$ cat config.mk
export PLATFORM = sky130hd
export DESIGN_NAME = goldschmidt_div_seq_flat
export DESIGN_NICKNAME = d
export VERILOG_FILES = /design/src/rtl/goldschmidt_div_seq_if.sv /design/src/rtl/goldschmidt_div_seq.sv /design/src/flat_wrapper.sv
export SDC_FILE = /design/constraint.sdc
export NUM_CORES = 2
export LEC_CHECK = 0
export CORE_MARGIN = 5
export CORE_UTILIZATION = 50
export CTS_CLUSTER_SIZE = 14
export DETAILED_ROUTE_END_ITERATION = 6
export PLACE_DENSITY = 0.72
export SYNTH_ARGS = -nofsm -noshare
export SYNTH_HDL_FRONTEND = slang
export SYNTH_SLANG_ARGS = --single-unit
$ cat constraint.sdc
create_clock -name clk -period 28.9 [get_ports clk]
set_input_delay 2.89 -clock clk [delete_from_list [all_inputs] [get_ports clk]]
set_output_delay 2.89 -clock clk [all_outputs]
set_load 0.1 [all_outputs]
$ cat src/rtl/goldschmidt_div_seq_if.sv
// Request/result bundle for the sequential Goldschmidt divider.
interface goldschmidt_div_seq_if #(
    parameter int WIDTH = 32
);
    logic             start;
    logic [WIDTH-1:0] dividend;
    logic [WIDTH-1:0] divisor;
    logic             busy;
    logic             done;
    logic [WIDTH-1:0] quotient;
    logic             rem_zero;
    logic             div_by_zero;
    logic             range_err;

    modport master (
        output start, dividend, divisor,
        input  busy, done, quotient, rem_zero, div_by_zero, range_err
    );

    modport slave (
        input  start, dividend, divisor,
        output busy, done, quotient, rem_zero, div_by_zero, range_err
    );
endinterface

$ cat src/rtl/goldschmidt_div_seq.sv
// Iterative Goldschmidt divider for normalised Q1.(WIDTH-1) operands.
// One (WIDTH+GUARD)-square multiplier is time-shared between the n/d
// iterations and the final q*D product; a one-step remainder correction
// turns the converged estimate into the exact truncated quotient.

// Watches the correction window: the iteration must land within one ulp.
module goldschmidt_div_seq_chk (
    input logic clk,
    input logic reset,
    input logic check_s,
    input logic big_err_s
);
    a_corr_window: assert property (@(posedge clk) disable iff (!reset) (check_s |-> !big_err_s));
endmodule

module goldschmidt_div_seq #(
    parameter int WIDTH = 32,
    parameter int ITERS = 6,
    parameter int GUARD = 4
) (
    input logic                  clk,
    input logic                  reset,
    goldschmidt_div_seq_if.slave bus
);
    localparam int W2 = WIDTH + GUARD;
    localparam int RW = 2 * WIDTH + 2;
    localparam int CW = (ITERS > 1) ? $clog2(ITERS) : 1;
    // 0.75 in Q1.(W2-1): bits for 0.5 and 0.25 set
    localparam logic [W2-1:0] K0 = {3'b011, {(W2-3){1'b0}}};

    typedef enum logic [2:0] {
        S_IDLE = 3'd0,
        S_MULN = 3'd1,
        S_MULD = 3'd2,
        S_CORR = 3'd3,
        S_FIX  = 3'd4
    } state_t;

    state_t             state_r, state_s;
    logic [WIDTH-1:0]   n_in_r, d_in_r;
    logic [W2-1:0]      n_r, d_r, k_r;
    logic [CW-1:0]      cnt_r;
    logic [2*WIDTH-1:0] p_r;
    logic               err_dz_r, err_re_r;

    logic               busy_r, done_r, rem_zero_r, div_by_zero_r, range_err_r;
    logic [WIDTH-1:0]   quotient_r;

    logic               accept_s, last_s, in_dz_s, in_re_s;
    logic [WIDTH-1:0]   q_s, q_fix_s;
    logic [W2-1:0]      mul_a_s, mul_b_s, prod_q_s;
    logic [2*W2-1:0]    prod_s;
    logic signed [RW-1:0] r_s, d_ext_s, d2_s, r_adj_s;
    logic               rz_s, big_err_s, fix_norm_s, unused_s;

    // A request is taken only in IDLE and never in the cycle showing done.
    assign accept_s = (state_r == S_IDLE) && bus.start && !done_r;
    assign in_dz_s  = (bus.divisor == {WIDTH{1'b0}});
    assign in_re_s  = ((bus.dividend != {WIDTH{1'b0}}) && !bus.dividend[WIDTH-1])
                      || !bus.divisor[WIDTH-1];
    assign last_s   = (cnt_r == CW'(ITERS - 1));
    assign q_s      = n_r[W2-1:GUARD];

    // Shared multiplier operand select; CORR reuses it for q*D.
    always_comb begin
        mul_a_s = {W2{1'b0}};
        mul_b_s = {W2{1'b0}};
        case (state_r)
            S_MULN: begin
                mul_a_s = n_r;
                mul_b_s = k_r;
            end
            S_MULD: begin
                mul_a_s = d_r;
                mul_b_s = k_r;
            end
            S_CORR: begin
                mul_a_s = {{GUARD{1'b0}}, q_s};
                mul_b_s = {{GUARD{1'b0}}, d_in_r};
            end
            default: begin
                mul_a_s = {W2{1'b0}};
                mul_b_s = {W2{1'b0}};
            end
        endcase
    end

    assign prod_s   = {{W2{1'b0}}, mul_a_s} * {{W2{1'b0}}, mul_b_s};
    // Q1.x * Q1.x -> Q2.2x; keep the Q1.x window, top bit is always zero here
    assign prod_q_s = prod_s[2*W2-2 -: W2];
    assign unused_s = prod_s[2*W2-1];

    // Remainder-based correction of the truncated estimate.
    always_comb begin
        r_s        = $signed({3'b000, n_in_r, {(WIDTH-1){1'b0}}}) - $signed({2'b00, p_r});
        d_ext_s    = $signed({{(WIDTH+2){1'b0}}, d_in_r});
        d2_s       = $signed({d_ext_s[RW-2:0], 1'b0});
        q_fix_s    = q_s;
        r_adj_s    = r_s;
        if (r_s[RW-1]) begin
            q_fix_s = q_s - WIDTH'(1);
            r_adj_s = r_s + d_ext_s;
        end else if (r_s >= d_ext_s) begin
            q_fix_s = q_s + WIDTH'(1);
            r_adj_s = r_s - d_ext_s;
        end else begin
            q_fix_s = q_s;
            r_adj_s = r_s;
        end
        rz_s       = (r_adj_s == {RW{1'b0}});
        big_err_s  = (r_s > d2_s) || (r_s < -d2_s);
        fix_norm_s = (state_r == S_FIX) && !err_dz_r && !err_re_r;
    end

    // FSM state register.
    always_ff @(posedge clk or negedge reset) begin
        if (!reset) begin
            state_r <= S_IDLE;
        end else begin
            state_r <= state_s;
        end
    end

    // FSM next state: MULN/MULD pairs ITERS times, then CORR and FIX.
    always_comb begin
        state_s = state_r;
        case (state_r)
            S_IDLE: begin
                if (accept_s) begin
                    state_s = (in_dz_s || in_re_s) ? S_FIX : S_MULN;
                end else begin
                    state_s = S_IDLE;
                end
            end
            S_MULN:  state_s = S_MULD;
            S_MULD:  state_s = last_s ? S_CORR : S_MULN;
            S_CORR:  state_s = S_FIX;
            S_FIX:   state_s = S_IDLE;
            default: state_s = S_IDLE;
        endcase
    end

    // Operand latch and iteration datapath.
    always_ff @(posedge clk or negedge reset) begin
        if (!reset) begin
            n_in_r   <= {WIDTH{1'b0}};
            d_in_r   <= {WIDTH{1'b0}};
            n_r      <= {W2{1'b0}};
            d_r      <= {W2{1'b0}};
            k_r      <= {W2{1'b0}};
            cnt_r    <= {CW{1'b0}};
            p_r      <= {(2*WIDTH){1'b0}};
            err_dz_r <= 1'b0;
            err_re_r <= 1'b0;
        end else if (accept_s) begin
            n_in_r   <= bus.dividend;
            d_in_r   <= bus.divisor;
            n_r      <= {bus.dividend, {GUARD{1'b0}}};
            d_r      <= {bus.divisor, {GUARD{1'b0}}};
            k_r      <= K0;
            cnt_r    <= {CW{1'b0}};
            err_dz_r <= in_dz_s;
            err_re_r <= !in_dz_s && in_re_s;
        end else begin
            case (state_r)
                S_MULN: n_r <= prod_q_s;
                S_MULD: begin
                    d_r   <= prod_q_s;
                    k_r   <= (~prod_q_s) + W2'(1);
                    cnt_r <= cnt_r + CW'(1);
                end
                S_CORR:  p_r <= prod_s[2*WIDTH-1:0];
                default: n_r <= n_r;
            endcase
        end
    end

    // Registered handshake and result outputs; flags clear on accept.
    always_ff @(posedge clk or negedge reset) begin
        if (!reset) begin
            busy_r        <= 1'b0;
            done_r        <= 1'b0;
            quotient_r    <= {WIDTH{1'b0}};
            rem_zero_r    <= 1'b0;
            div_by_zero_r <= 1'b0;
            range_err_r   <= 1'b0;
        end else if (accept_s) begin
            busy_r        <= 1'b1;
            done_r        <= 1'b0;
            rem_zero_r    <= 1'b0;
            div_by_zero_r <= 1'b0;
            range_err_r   <= 1'b0;
        end else if (state_r == S_FIX) begin
            busy_r <= 1'b0;
            done_r <= 1'b1;
            if (err_dz_r) begin
                quotient_r    <= {WIDTH{1'b1}};
                div_by_zero_r <= 1'b1;
            end else if (err_re_r) begin
                quotient_r  <= {WIDTH{1'b0}};
                range_err_r <= 1'b1;
            end else begin
                quotient_r <= q_fix_s;
                rem_zero_r <= rz_s;
            end
        end else begin
            done_r <= 1'b0;
        end
    end

    assign bus.busy        = busy_r;
    assign bus.done        = done_r;
    assign bus.quotient    = quotient_r;
    assign bus.rem_zero    = rem_zero_r;
    assign bus.div_by_zero = div_by_zero_r;
    assign bus.range_err   = range_err_r;

    goldschmidt_div_seq_chk u_chk (
        .clk       (clk),
        .reset     (reset),
        .check_s   (fix_norm_s),
        .big_err_s (big_err_s)
    );
endmodule

$ cat src/flat_wrapper.sv
// flat-port wrapper written by rule: the top's interface ports become plain ports
module goldschmidt_div_seq_flat 
#(
    parameter int WIDTH = 32,
    parameter int ITERS = 6,
    parameter int GUARD = 4
)
  (clk, reset, bus_start, bus_dividend, bus_divisor, bus_busy, bus_done, bus_quotient, bus_rem_zero, bus_div_by_zero, bus_range_err);
  goldschmidt_div_seq_if #(.WIDTH(WIDTH)) bus_i ();
  input logic clk;
  input logic reset;
  input wire logic [$bits(bus_i.start)-1:0] bus_start;
  input wire logic [$bits(bus_i.dividend)-1:0] bus_dividend;
  input wire logic [$bits(bus_i.divisor)-1:0] bus_divisor;
  output wire logic [$bits(bus_i.busy)-1:0] bus_busy;
  output wire logic [$bits(bus_i.done)-1:0] bus_done;
  output wire logic [$bits(bus_i.quotient)-1:0] bus_quotient;
  output wire logic [$bits(bus_i.rem_zero)-1:0] bus_rem_zero;
  output wire logic [$bits(bus_i.div_by_zero)-1:0] bus_div_by_zero;
  output wire logic [$bits(bus_i.range_err)-1:0] bus_range_err;
  assign bus_i.start = bus_start;
  assign bus_i.dividend = bus_dividend;
  assign bus_i.divisor = bus_divisor;
  assign bus_busy = bus_i.busy;
  assign bus_done = bus_i.done;
  assign bus_quotient = bus_i.quotient;
  assign bus_rem_zero = bus_i.rem_zero;
  assign bus_div_by_zero = bus_i.div_by_zero;
  assign bus_range_err = bus_i.range_err;
  goldschmidt_div_seq #(.WIDTH(WIDTH), .ITERS(ITERS), .GUARD(GUARD)) u_core (.clk(clk), .reset(reset), .bus(bus_i));
endmodule
==> run_results.csv <==
group,metric,value,unit
yosys,ys_async_sr_fraction,1.00,
floorplan,dieArea,134000,µm²
sta,fmax,0.0736,GHz
sta,hold_viol_final,0,
yosys,synth_nets,9356,
clock_network,path_clk_slew,0.07,ns
setup_path,max_stage_delay,0.97,ns
layout,instances_no_fill,9282,
yosys,synth_ff_type,"dfrtp_1",
placed_design,place_inst,9219,
yosys,syn_area,63600,µm²
setup_path,r2r_slack,15.32,ns
min_path,hold_depth,2,
setup_path,arrival,14.06,ns
pwr,p_leak,0.0314,µW
setup_path,cp.required,29.38,ns
global_routing,antenna_found_initial,8,
placed_design,dp_slack,15.71,ns
outcome,outcome,"complete, but fails checks",
sta,worst_slew_pin_slew,1.41,ns
clock_network,numClockSinks,280,
setup_path,end_kind,"flip-flop",
sta,slew_headroom,0.0538,
floorplan,die_height,367,µm
layout,fillers,11693,
route,routedWlPerCell,26.0,µm
route,drtIter0Drc,6369,
clock_network,cts_hold_buffers,0,
clock_network,cts_max_path_buffers,3,
min_path,worstHoldStart,"u_core.bus.quotient[29]$_DFFE_PN0P_",
min_path,hold_class,"reg2reg",
sta,drv_slew,0,
yosys,synth_area_leader_cell,"fa_1",
floorplan,start_util,0.504,
floorplan,io-pin-count,104,
yosys,synth_edf_count,0,
floorplan,die_x,367,µm
route,ant_nets,0,
floorplan,core,126000,µm²
clock_network,cts_tree,"done",
clock_network,cts_setup_buffers,0,
route,routed_wl,241000,µm
sta,grt_setup_unrepaired,"false",
clock_network,ctsResizeCount,0,
clock_network,htreeDepth,1,
setup_path,path_class,"reg2reg",
yosys,synth_area_leaders,"fa_1 (36%), dfrtp_1 (11%), inv_1 (7.7%)",
global_routing,grtUsageTotal,0.354,
placed_design,globalplace.congestion,1.05,
setup_path,reg2reg_to,"u_core.k_r[34]$_DFFE_PN0P_",
layout,final_cell_mix,"inv_1 (1308), nand2_1 (1251), fa_1 (1157)",
route,drc,20,
yosys,yosysUniqueCellTypes,112,
outcome,failed_checks,"design-rule violations",
sta,fin_ws,15.32,ns
setup_path,crit_path_start_kind,"flip-flop",
sta,finClkSkew,0.0353,ns
min_path,worst_hold_path.endpoint,"u_core.bus.quotient[29]$_DFFE_PN0P_",
setup_path,cp_max_fo,64,
clock_network,cts_root_buffer,"clkbuf_16",
route,vias,57439,
sta,finalSetupViolCount,0,
layout,nNetsFinal,9215,
setup_path,crit_slowest_cell,"a2111oi_0",
clock_network,numCtsBuffers,31,
route,vias_per_cell,6.19,
layout,mostFrequentLayoutCell,"inv_1",
setup_path,r2r-start,"u_core.state_r[0]$_DFF_PN0_",
global_routing,grt_pass1_vias,58281,
run,maxCapViolations,0,
yosys,yosysWarnings,0,
layout,drive_above_1_share,0.0497,
route,dr.pass1.iters,7,
sta,min_period_over_period,0.470,
yosys,synth-seq-area-share,0.110,
layout,area_delta_synth_final,6.56,%
clock_network,worst_skew_pair.late_latency,0.61,ns
yosys,syn_area_per_cell,8.21,µm²
pwr,power_density,74.5,nW/µm²
sta,fin_crit,13.58,ns
placed_design,dp_hpwl,188000,µm
floorplan,rows,130,
pwr,peakVddDrop,90.8,µV
global_routing,grt_pass1_wl,362000,µm
yosys,syn_inst,7743,
setup_path,crit_top_cell,"fa_1",
global_routing,grt-ovfl-total,0,
placed_design,io_buffers,103,
global_routing,grt_start_max_net_pins,140,
yosys,yosys_register_bits,280,
sta,fin_tns_setup,0,ns
setup_path,r2r_cells,40,
yosys,synth_top_cell_area_share,0.364,
[worst max-delay path by stage]
stage | from | to | slack, ns | cells past startpoint
after floorplan | u_core.state_r[2]$_DFF_PN0_ | u_core.k_r[34]$_DFFE_PN0P_ | 18.10 | 38
after global placement | u_core.state_r[0]$_DFF_PN0_ | u_core.k_r[34]$_DFFE_PN0P_ | 15.86 | 39
after detailed placement | u_core.state_r[0]$_DFF_PN0_ | u_core.k_r[34]$_DFFE_PN0P_ | 15.71 | 40
after CTS | u_core.state_r[0]$_DFF_PN0_ | u_core.k_r[34]$_DFFE_PN0P_ | 15.64 | 40
after global routing | u_core.state_r[0]$_DFF_PN0_ | u_core.k_r[34]$_DFFE_PN0P_ | 14.50 | 40
final | u_core.state_r[0]$_DFF_PN0_ | u_core.k_r[34]$_DFFE_PN0P_ | 15.32 | 40
[state kept, by name (all words and copies together), names as in the netlist, 3 cells and up]
name and count:
u_core.k_r 36, u_core.n_r 36, u_core.bus.quotient 32, u_core.cnt_r 3, u_core.n_in_r 32, u_core.state_r 3
u_core.d_r 35, u_core.d_in_r 32, u_core.p_r 64
[cell usage after synthesis (all sizes together) (23+ instances only)]
library cell and number:
or3 44, nand3 116, fa 1157, nand4 82
o21ai 349, buf 30, a211oi 27, o31ai 25
o21a 45, clkbuf 402, a21o 109, a31oi 33
nand2b 23, o211ai 40, nor4 81, o21bai 39
inv 1308, xor2 63, nor2 792, and2 40
nand2 1254, xnor2 134, mux2 36, dfrtp 280
or4 25, and3 48, a22oi 42, nor3 102
ha 389, a21oi 303
[worst max-delay path: cells and delay by family, from the launching register on]
kind,cells,cell delay (ns)
fa+ha+maj,10,4.64
simple gates,13,3.47
buf+inv,11,2.38
compound gates,5,2.31
flops,1,0.32
xor+xnor,1,0.17
[cell type report]
class                      instances  area [µm²]  area share
multi-input combinational       5717       50400       0.744
sequential                       280        7010       0.103
inverter                        1310        4920      0.0726
timing repair buffer             262        2230      0.0329
tap                             1650        2060      0.0305
clock buffer                      37         828      0.0122
clock inverter                    19         256     0.00379
antenna                            7        17.5    0.000259
[per-layer routing]
layer,global-route usage,share of wire,up-vias
met5,0,0.00017,-
met4,0.223,0.087,6
met3,0.0923,0.12,1021
met2,0.539,0.43,3716
met1,0.450,0.36,28446
li1,-,-,24250
[through the flow]
stage               area [µm²]  hold slack (ns)  power [µW]  utilization
floorplan                63600            0.450        3130            -
global placement         66600            0.462        4440        0.529
detailed placement       66600            0.469        4460        0.529
CTS                      67700            0.482        4900        0.537
global route             67700            0.499        5280        0.537
finish                   67700            0.479        5050        0.537
[power breakdown]
part / total (µW) / internal [µW] / switching, µW
Clock: 429 / 250 / 179
Combinational: 3890 / 1150 / 2740
Sequential: 728 / 533 / 195
[logic make-up (layout without fill, tap and decap cells)]
family	count (synthesis)	count (layout)	share of synthesized area
AO/OA/AOI/OAI	1203	1203	0.121
XOR/XNOR	197	197	0.0274
adder cells (fa/ha/maj)	1546	1546	0.441
buffers and inverters	1746	1628	0.104
flip-flops	280	280	0.110
multiplexers	57	57	0.00968
other	0	7	0
AND/OR/NAND/NOR	2714	2714	0.187
No activity file was read; power rests on OpenSTA's default activity.
